<file path="src/rtl/spi_frame_ctrl.sv">
// Clock-domain sequencer for a 64-bit SPI slave: picks up each frame at chip-select release,
// runs at most one register-bus cycle for it, and stages the reply shifted out on the next frame.
module spi_frame_ctrl #(
    parameter int DATA_LENGTH    = 64,
    parameter int TIMEOUT_CYCLES = 255
) (
    input  logic                   clk,
    input  logic                   rst_n,
    input  logic [DATA_LENGTH-1:0] spi_data_in,
    input  logic                   spi_data_ready,
    input  logic                   spi_cs,
    output logic [DATA_LENGTH-1:0] spi_data_out,
    output logic                   bus_req,
    output logic                   bus_we,
    output logic [7:0]             bus_addr,
    output logic [31:0]            bus_wdata,
    input  logic                   bus_ack,
    input  logic [31:0]            bus_rdata,
    output logic                   busy,
    output logic [7:0]             overrun_count
);

    localparam logic [7:0] CMD_NOP   = 8'h00;
    localparam logic [7:0] CMD_WRITE = 8'h01;
    localparam logic [7:0] CMD_READ  = 8'h02;

    localparam logic [7:0] ST_OK      = 8'h00;
    localparam logic [7:0] ST_BADCMD  = 8'h01;
    localparam logic [7:0] ST_TIMEOUT = 8'h02;
    localparam logic [7:0] ST_SHORT   = 8'h03;

    localparam logic [15:0] WAIT_LAST = 16'(TIMEOUT_CYCLES - 1);

    typedef enum logic [2:0] {
        S_IDLE,
        S_CAPTURE,
        S_DECODE,
        S_BUS,
        S_WAIT,
        S_RESP
    } state_e;

    typedef struct packed {
        logic        req;
        logic        we;
        logic [7:0]  addr;
        logic [31:0] wdata;
    } bus_cmd_t;

    // Synchronizers: CS idles high, data_ready idles low.
    logic cs_s1_q, cs_s2_q, cs_prev_q;
    logic dr_s1_q, dr_s2_q;
    logic cs_rise;

    state_e                 state_q, state_d;
    logic                   ready_q, ready_d;
    logic [DATA_LENGTH-1:0] frame_q, frame_d;
    logic [DATA_LENGTH-1:0] resp_q, resp_d;
    logic [DATA_LENGTH-1:0] data_out_q, data_out_d;
    bus_cmd_t               bus_q, bus_d;
    logic [15:0]            wait_cnt_q, wait_cnt_d;
    logic [7:0]             ovr_q, ovr_d;

    assign cs_rise = cs_s2_q & ~cs_prev_q;

    always_comb begin
        state_d    = state_q;
        ready_d    = ready_q;
        frame_d    = frame_q;
        resp_d     = resp_q;
        data_out_d = data_out_q;
        bus_d      = bus_q;
        wait_cnt_d = wait_cnt_q;
        ovr_d      = ovr_q;

        // Any frame that completes while a previous one is still in flight is lost.
        if (cs_rise && (state_q != S_IDLE) && (ovr_q != 8'hFF)) begin
            ovr_d = ovr_q + 8'd1;
        end

        case (state_q)
            S_IDLE: begin
                if (cs_rise) begin
                    ready_d = dr_s2_q;
                    state_d = S_CAPTURE;
                end
            end
            S_CAPTURE: begin
                frame_d = spi_data_in;
                state_d = S_DECODE;
            end
            S_DECODE: begin
                resp_d  = {ST_OK, frame_q[55:48], frame_q[47:32], 32'h0};
                state_d = S_RESP;
                if (!ready_q) begin
                    resp_d[63:56] = ST_SHORT;
                end else if (frame_q[63:56] == CMD_WRITE || frame_q[63:56] == CMD_READ) begin
                    state_d = S_BUS;
                end else if (frame_q[63:56] != CMD_NOP) begin
                    resp_d[63:56] = ST_BADCMD;
                end
            end
            S_BUS: begin
                bus_d.req   = 1'b1;
                bus_d.we    = (frame_q[63:56] == CMD_WRITE);
                bus_d.addr  = frame_q[55:48];
                bus_d.wdata = frame_q[31:0];
                wait_cnt_d  = '0;
                state_d     = S_WAIT;
            end
            S_WAIT: begin
                if (bus_ack) begin
                    bus_d.req = 1'b0;
                    resp_d    = {ST_OK, frame_q[55:48], frame_q[47:32],
                                 bus_q.we ? frame_q[31:0] : bus_rdata};
                    state_d   = S_RESP;
                end else if (wait_cnt_q == WAIT_LAST) begin
                    bus_d.req = 1'b0;
                    resp_d    = {ST_TIMEOUT, frame_q[55:48], frame_q[47:32], 32'h0};
                    state_d   = S_RESP;
                end else begin
                    wait_cnt_d = wait_cnt_q + 16'd1;
                end
            end
            S_RESP: begin
                // The shifter samples spi_data_out at CS fall, so never touch it mid-frame.
                if (cs_s2_q) begin
                    data_out_d = resp_q;
                    state_d    = S_IDLE;
                end
            end
            default: state_d = S_IDLE;
        endcase
    end

    always_ff @(posedge clk or negedge rst_n) begin
        if (!rst_n) begin
            cs_s1_q    <= 1'b1;
            cs_s2_q    <= 1'b1;
            cs_prev_q  <= 1'b1;
            dr_s1_q    <= 1'b0;
            dr_s2_q    <= 1'b0;
            state_q    <= S_IDLE;
            ready_q    <= 1'b0;
            frame_q    <= '0;
            resp_q     <= '0;
            data_out_q <= '0;
            bus_q      <= '0;
            wait_cnt_q <= '0;
            ovr_q      <= '0;
        end else begin
            cs_s1_q    <= spi_cs;
            cs_s2_q    <= cs_s1_q;
            cs_prev_q  <= cs_s2_q;
            dr_s1_q    <= spi_data_ready;
            dr_s2_q    <= dr_s1_q;
            state_q    <= state_d;
            ready_q    <= ready_d;
            frame_q    <= frame_d;
            resp_q     <= resp_d;
            data_out_q <= data_out_d;
            bus_q      <= bus_d;
            wait_cnt_q <= wait_cnt_d;
            ovr_q      <= ovr_d;
        end
    end

    assign spi_data_out  = data_out_q;
    assign bus_req       = bus_q.req;
    assign bus_we        = bus_q.we;
    assign bus_addr      = bus_q.addr;
    assign bus_wdata     = bus_q.wdata;
    assign busy          = (state_q != S_IDLE);
    assign overrun_count = ovr_q;

endmodule
</file>
<file path="config.mk">
export PLATFORM = sky130hd
export DESIGN_NAME = spi_frame_ctrl
export DESIGN_NICKNAME = d
export VERILOG_FILES = /design/src/rtl/spi_frame_ctrl.sv
export SDC_FILE = /design/constraint.sdc
export NUM_CORES = 1
export LEC_CHECK = 0
export CAP_MARGIN = 10
export CORE_MARGIN = 2
export CORE_UTILIZATION = 46
export CTS_CLUSTER_SIZE = 14
export DETAILED_ROUTE_END_ITERATION = 7
export PLACE_DENSITY = 0.77
export SYNTH_ARGS = -nofsm -noshare
export SYNTH_HDL_FRONTEND = slang
export SYNTH_SLANG_ARGS = --single-unit
export TNS_END_PERCENT = 10
</file>
<file path="constraint.sdc">
create_clock -name clk -period 2.5 [get_ports clk]
set_clock_uncertainty 0.05 [all_clocks]
set_input_delay 0.375 -clock clk [delete_from_list [all_inputs] [get_ports clk]]
set_output_delay 0.375 -clock clk [all_outputs]
set_load 0.1 [all_outputs]
</file>
Word level (Yosys, flattened, before mapping)
Cells that the tools add are included.
{"block": "totals", "input_bits": 101, "latchBits": 0, "mem_bits_ro": 0, "register_bits": 267, "output_inout_bits": 115, "n_memories": 0, "elab_cells": 68, "mem_bits_rw": 0}
{"block": "op_classes", "shifts": 0, "n_lt_le_gt_ge": 0, "eq_ne": 14, "mux": 20, "n_div": 0, "bitwise": 2, "mul": 0, "reduce_logical": 14, "add_sub_neg": 2}
{"operator": "64-bit 2-to-1 mux", "count": 2}
{"operator": "64-bit one-hot mux with 2 select lines", "count": 1}
{"operator": "16-bit 2-to-1 mux", "count": 2}
{"operator": "32-bit 2-to-1 mux", "count": 1}
{"operator": "16-bit one-hot mux with 2 select lines", "count": 1}
{"operator": "3-bit 2-to-1 mux", "count": 6}
{"operator": "3-bit one-hot mux with 6 select lines", "count": 1}
{"operator": "16-bit by 1-bit adder with 16-bit output, second input constant", "count": 1}
{"operator": "16-bit by 8-bit == test with 1-bit output, second input constant", "count": 1}
{"operator": "8-bit by 1-bit adder with 8-bit output, second input constant", "count": 1}
{"operator": "8-bit by 1-bit == test with 1-bit output, second input constant", "count": 1}
{"operator": "8-bit by 2-bit == test with 1-bit output, second input constant", "count": 1}
{"operator": "2-bit inequality test, second input constant", "count": 4}
{"operator": "8-bit inequality test, second input constant", "count": 1}
{"operator": "2-bit AND reduction", "count": 4}
{"operator": "8-bit nonzero test", "count": 1}
{"operator": "3-bit by 2-bit == test with 1-bit output, second input constant", "count": 2}
{"operator": "3-bit == test, second input constant", "count": 2}
{"operator": "3-bit AND reduction", "count": 2}
{"operator": "1-bit 2-to-1 mux", "count": 4}
{"operator": "2-bit nonzero test", "count": 2}
{"operator": "3-bit by 1-bit == test with 1-bit output, second input constant", "count": 1}
{"operator": "3-bit zero test", "count": 1}
{"operator": "3-bit inequality test, second input constant", "count": 1}
{"operator": "7 further kinds", "count": 8}

Longest topological paths before layout
{"block": "logic_depth", "depth_word": 5, "mapped_depth": 9, "depth_no_buf": 7}

Worst setup path before layout
Ideal clock, no wire load.
{"block": "synth_timing", "kind": "reg-to-reg", "startpoint": "register wait_cnt_q[0]", "endpoint": "register resp_q[41]", "required_ns": 2.325, "arrival_time_ns": 2.300, "setup_ns": 0.125, "path_slack_ns": 0.025, "period_less_slack_ns": 2.475, "stages_incl_launch_ff": 10, "n_path_buf": 2, "cell_sequence": "dfrtp_1 -> inv_1 -> ha_1 -> or4b_1 -> or4_4 -> nor2_8 -> o31ai_2 -> buf_6 -> buf_6 -> mux2_4"}
{"block": "synth_via", "elab_chain_len": 3}
{"element": "start: declaration", "line_no": "61", "rtl": "logic [15:0] wait_cnt_q, wait_cnt_d;"}
{"element": "start signal: assignment", "line_no": "163", "rtl": "wait_cnt_q <= wait_cnt_d;"}
{"element": "16-bit by 8-bit == test with 1-bit output", "line_no": "117", "rtl": "end else if (wait_cnt_q == WAIT_LAST) begin"}
{"element": "3-bit inequality test (no source line)"}
{"element": "2-bit AND reduction (no source line)"}
{"element": "end signal: assignment", "line_no": "160", "rtl": "resp_q <= resp_d;"}
{"element": "end: declaration", "line_no": "58", "rtl": "logic [DATA_LENGTH-1:0] resp_q, resp_d;"}
No other way between the ends.
A chain may end at the register's enable or synchronous reset.

Final worst setup path
{"block": "layout_timing", "startpoint": "register wait_cnt_q[0]", "endpoint": "register resp_q[55]"}
The elaborated chain is that of the path after synthesis.

==> impl_metrics.tcl <==
set metrics [dict create \
    status "finished, final reports clean" \
    synth_area_mm2 0.0103 \
    layout.nets 1108 \
    syn_area_per_cell_um2 13.2 \
    layout-drive-gt1-share 0.340 \
    whs_ns 0.222 \
    fp.dieW_um 153 \
    cp-start-kind "register" \
    clk_pin_slew_worst_paths_ns 0.06 \
    synthDistinctLibCells 53 \
    clock-root-buffer "clkbuf_16" \
    period_needed_ns 2.40 \
    rows 54 \
    synth_enable_flop_cells 0 \
    tightest_slew_ns 0.568 \
    synthCells 778 \
    cp.arrival_ns 2.76 \
    grt_util_met1 0.271 \
    routed_wl_um 23600 \
    relSlewSlack 0.621 \
    ant_nets 0 \
    setup_viol 0 \
    core_area_mm2 0.0219 \
    drt-initial-drc-count 347 \
    grt_use_met3 0.0581 \
    dp_slack_ns 0.0503 \
    finalHoldViolations 0 \
    endpoint_kind "register" \
    antenna_cells 0 \
    antenna_found_initial 0 \
    clkSinkCount 255 \
    wire_per_inst_um 18.1 \
    yosysSeqAreaShare 0.621 \
    period_share 0.961 \
    clockBufferDepth 3 \
    initial_utilization 0.470 \
    hpwl_um 15900 \
    first_pass_iters 5 \
    grt_max_degree 71 \
    die_h_um 153 \
    numCtsBuffers 27 \
    setup_tns_ns 0 \
    rsz0062_at_grt "no" \
    yosysWarnings 0 \
    critical_path_class "reg -> reg" \
    grt_use_total 0.196 \
    n_fill_cell 1731 \
    port_buffers 209 \
    drv_slew 0 \
    clk_latency_ns 0.53 \
    num_vias 6776 \
    grt_overflow_total 0 \
    use_met2 0.306 \
    cts-resized-gates 0 \
    cts_max_level 1 \
    final_cells 1304 \
    layout_setup_ws_ns 0.0985 \
    ys_async_sr_fraction 1.00 \
    routed_via_density 5.20 \
    hold_class "in -> reg" \
    synth_ff_type "dfrtp_1" \
    grt_pass1_wl_um 37700 \
    cts_tree "built" \
    post-place-cells 1251 \
    ys_ff_latch 255 \
    gp_congestion 0.825 \
    fmax_mhz 416 \
    top_usage_layer "met2" \
    crit_required_ns 2.86 \
    io_pins 216 \
    maxCapViolCount 0 \
    drc 0 \
    grt_pass1_vias 7083 \
    area_growth_pct 31.5 \
    dieArea_mm2 0.0236 \
    cp_max_fo 14 \
]
[final timing paths]
check / start / endpoint / slack (ns) / cells after the start
max in group asynchronous: rst_n / cs_s2_q / 1.26 / 3
min reg2reg: dr_s1_q / dr_s2_q / 0.30 / 0
max: wait_cnt_q[0] / resp_q[55] / 0.1 / 8
min: spi_cs / cs_s1_q / 0.22 / 1
min in group asynchronous: rst_n / resp_q[32] / 0.33 / 2
max reg2reg: wait_cnt_q[0] / resp_q[55] / 0.1 / 8
[Yosys cell counts, drive strengths merged (4+ instances only)]
cell | n | share of area
dfrtp | 252 | 0.61
mux2 | 148 | 0.17
nand2 | 145 | 0.053
mux2i | 39 | 0.038
o2bb2ai | 32 | 0.027
clkbuf | 26 | 0.0095
buf | 23 | 0.013
nand3 | 14 | 0.0068
nor2 | 10 | 0.0060
nor3 | 8 | 0.0039
o21ai | 7 | 0.0034
nand4 | 6 | 0.0037
and2 | 5 | 0.0030
and3 | 5 | 0.0030
xor2 | 5 | 0.0043
a211o | 4 | 0.0034
nor2b | 4 | 0.0024
or4 | 4 | 0.0033
[critical path: stages (launching register included)]
cell and delay, ns:
dfrtp_1 0.37, inv_1 0.06, ha_1 0.13, or4b_1 0.45, or4_4 0.48, nor2_8 0.12
o31ai_4 0.11, clkbuf_16 0.22, mux2_2 0.27
[area by class of cell]
cell class                 count  area, µm²  share of cell area
tap                          280        350              0.0259
clock inverter                17        203              0.0150
timing repair buffer         241       2160               0.160
clock buffer                  32        704              0.0521
multi-input combinational    476       3700               0.274
sequential                   255       6390               0.472
inverter                       3       11.3            0.000833
[cell usage in the layout (no fill, tap or decap), types with 10 or more instances in the layout]
| master | synthesis | routed |
|---|---|---|
| clkdlybuf4s50_1 | 0 | 99 |
| mux2_2 | 138 | 138 |
| nand3_1 | 14 | 13 |
| buf_4 | 6 | 133 |
| mux2_4 | 10 | 10 |
| nand2_1 | 145 | 145 |
| mux2i_1 | 39 | 39 |
| clkbuf_16 | 0 | 29 |
| o2bb2ai_1 | 32 | 32 |
| dfrtp_1 | 252 | 251 |
[metal layers]
metal	vias to the layer above	routed length, µm
met5	-	0
met4	0	462
met3	31	1840
met2	208	10800
met1	3364	10500
li1	3173	-
[flip-flops by register name, summed over array words and instances, names as in the netlist]
name	count
bus_addr	8
bus_req	1
bus_wdata	32
bus_we	1
cs_prev_q	1
cs_s1_q	1
cs_s2_q	1
dr_s1_q	1
dr_s2_q	1
frame_q	64
overrun_count	8
ready_q	1
resp_q	58
spi_data_out	58
state_q	3
wait_cnt_q	16
[metrics by stage]
stage | utilization | cell area [µm²]
floorplan | - | 10300
global placement | 0.573 | 12500
detailed placement | 0.573 | 12500
CTS | 0.615 | 13500
global route | 0.618 | 13500
finish | 0.618 | 13500
[timing repair]
action                                  in CTS  in global routing
endpoints found under the setup margin       0                 29
hold buffers                                 1                  0
hold endpoints to repair                    64                  0
setup buffers                                0                  1
[cells by family after synthesis]
group / Yosys count / synth area share
AOI/OAI and AO/OA: 59 / 0.0464
adders and majority gates: 3 / 0.00365
xor gates and xnor gates: 8 / 0.00682
DFF: 255 / 0.621
and+or+nand+nor: 213 / 0.0945
muxes: 187 / 0.204
other: 1 / 0.000365
buffers and inverters: 52 / 0.0234
Power is left out: the tool's default activity adds up to more than one toggle a clock period on the data nets, which glitch-free logic cannot reach.
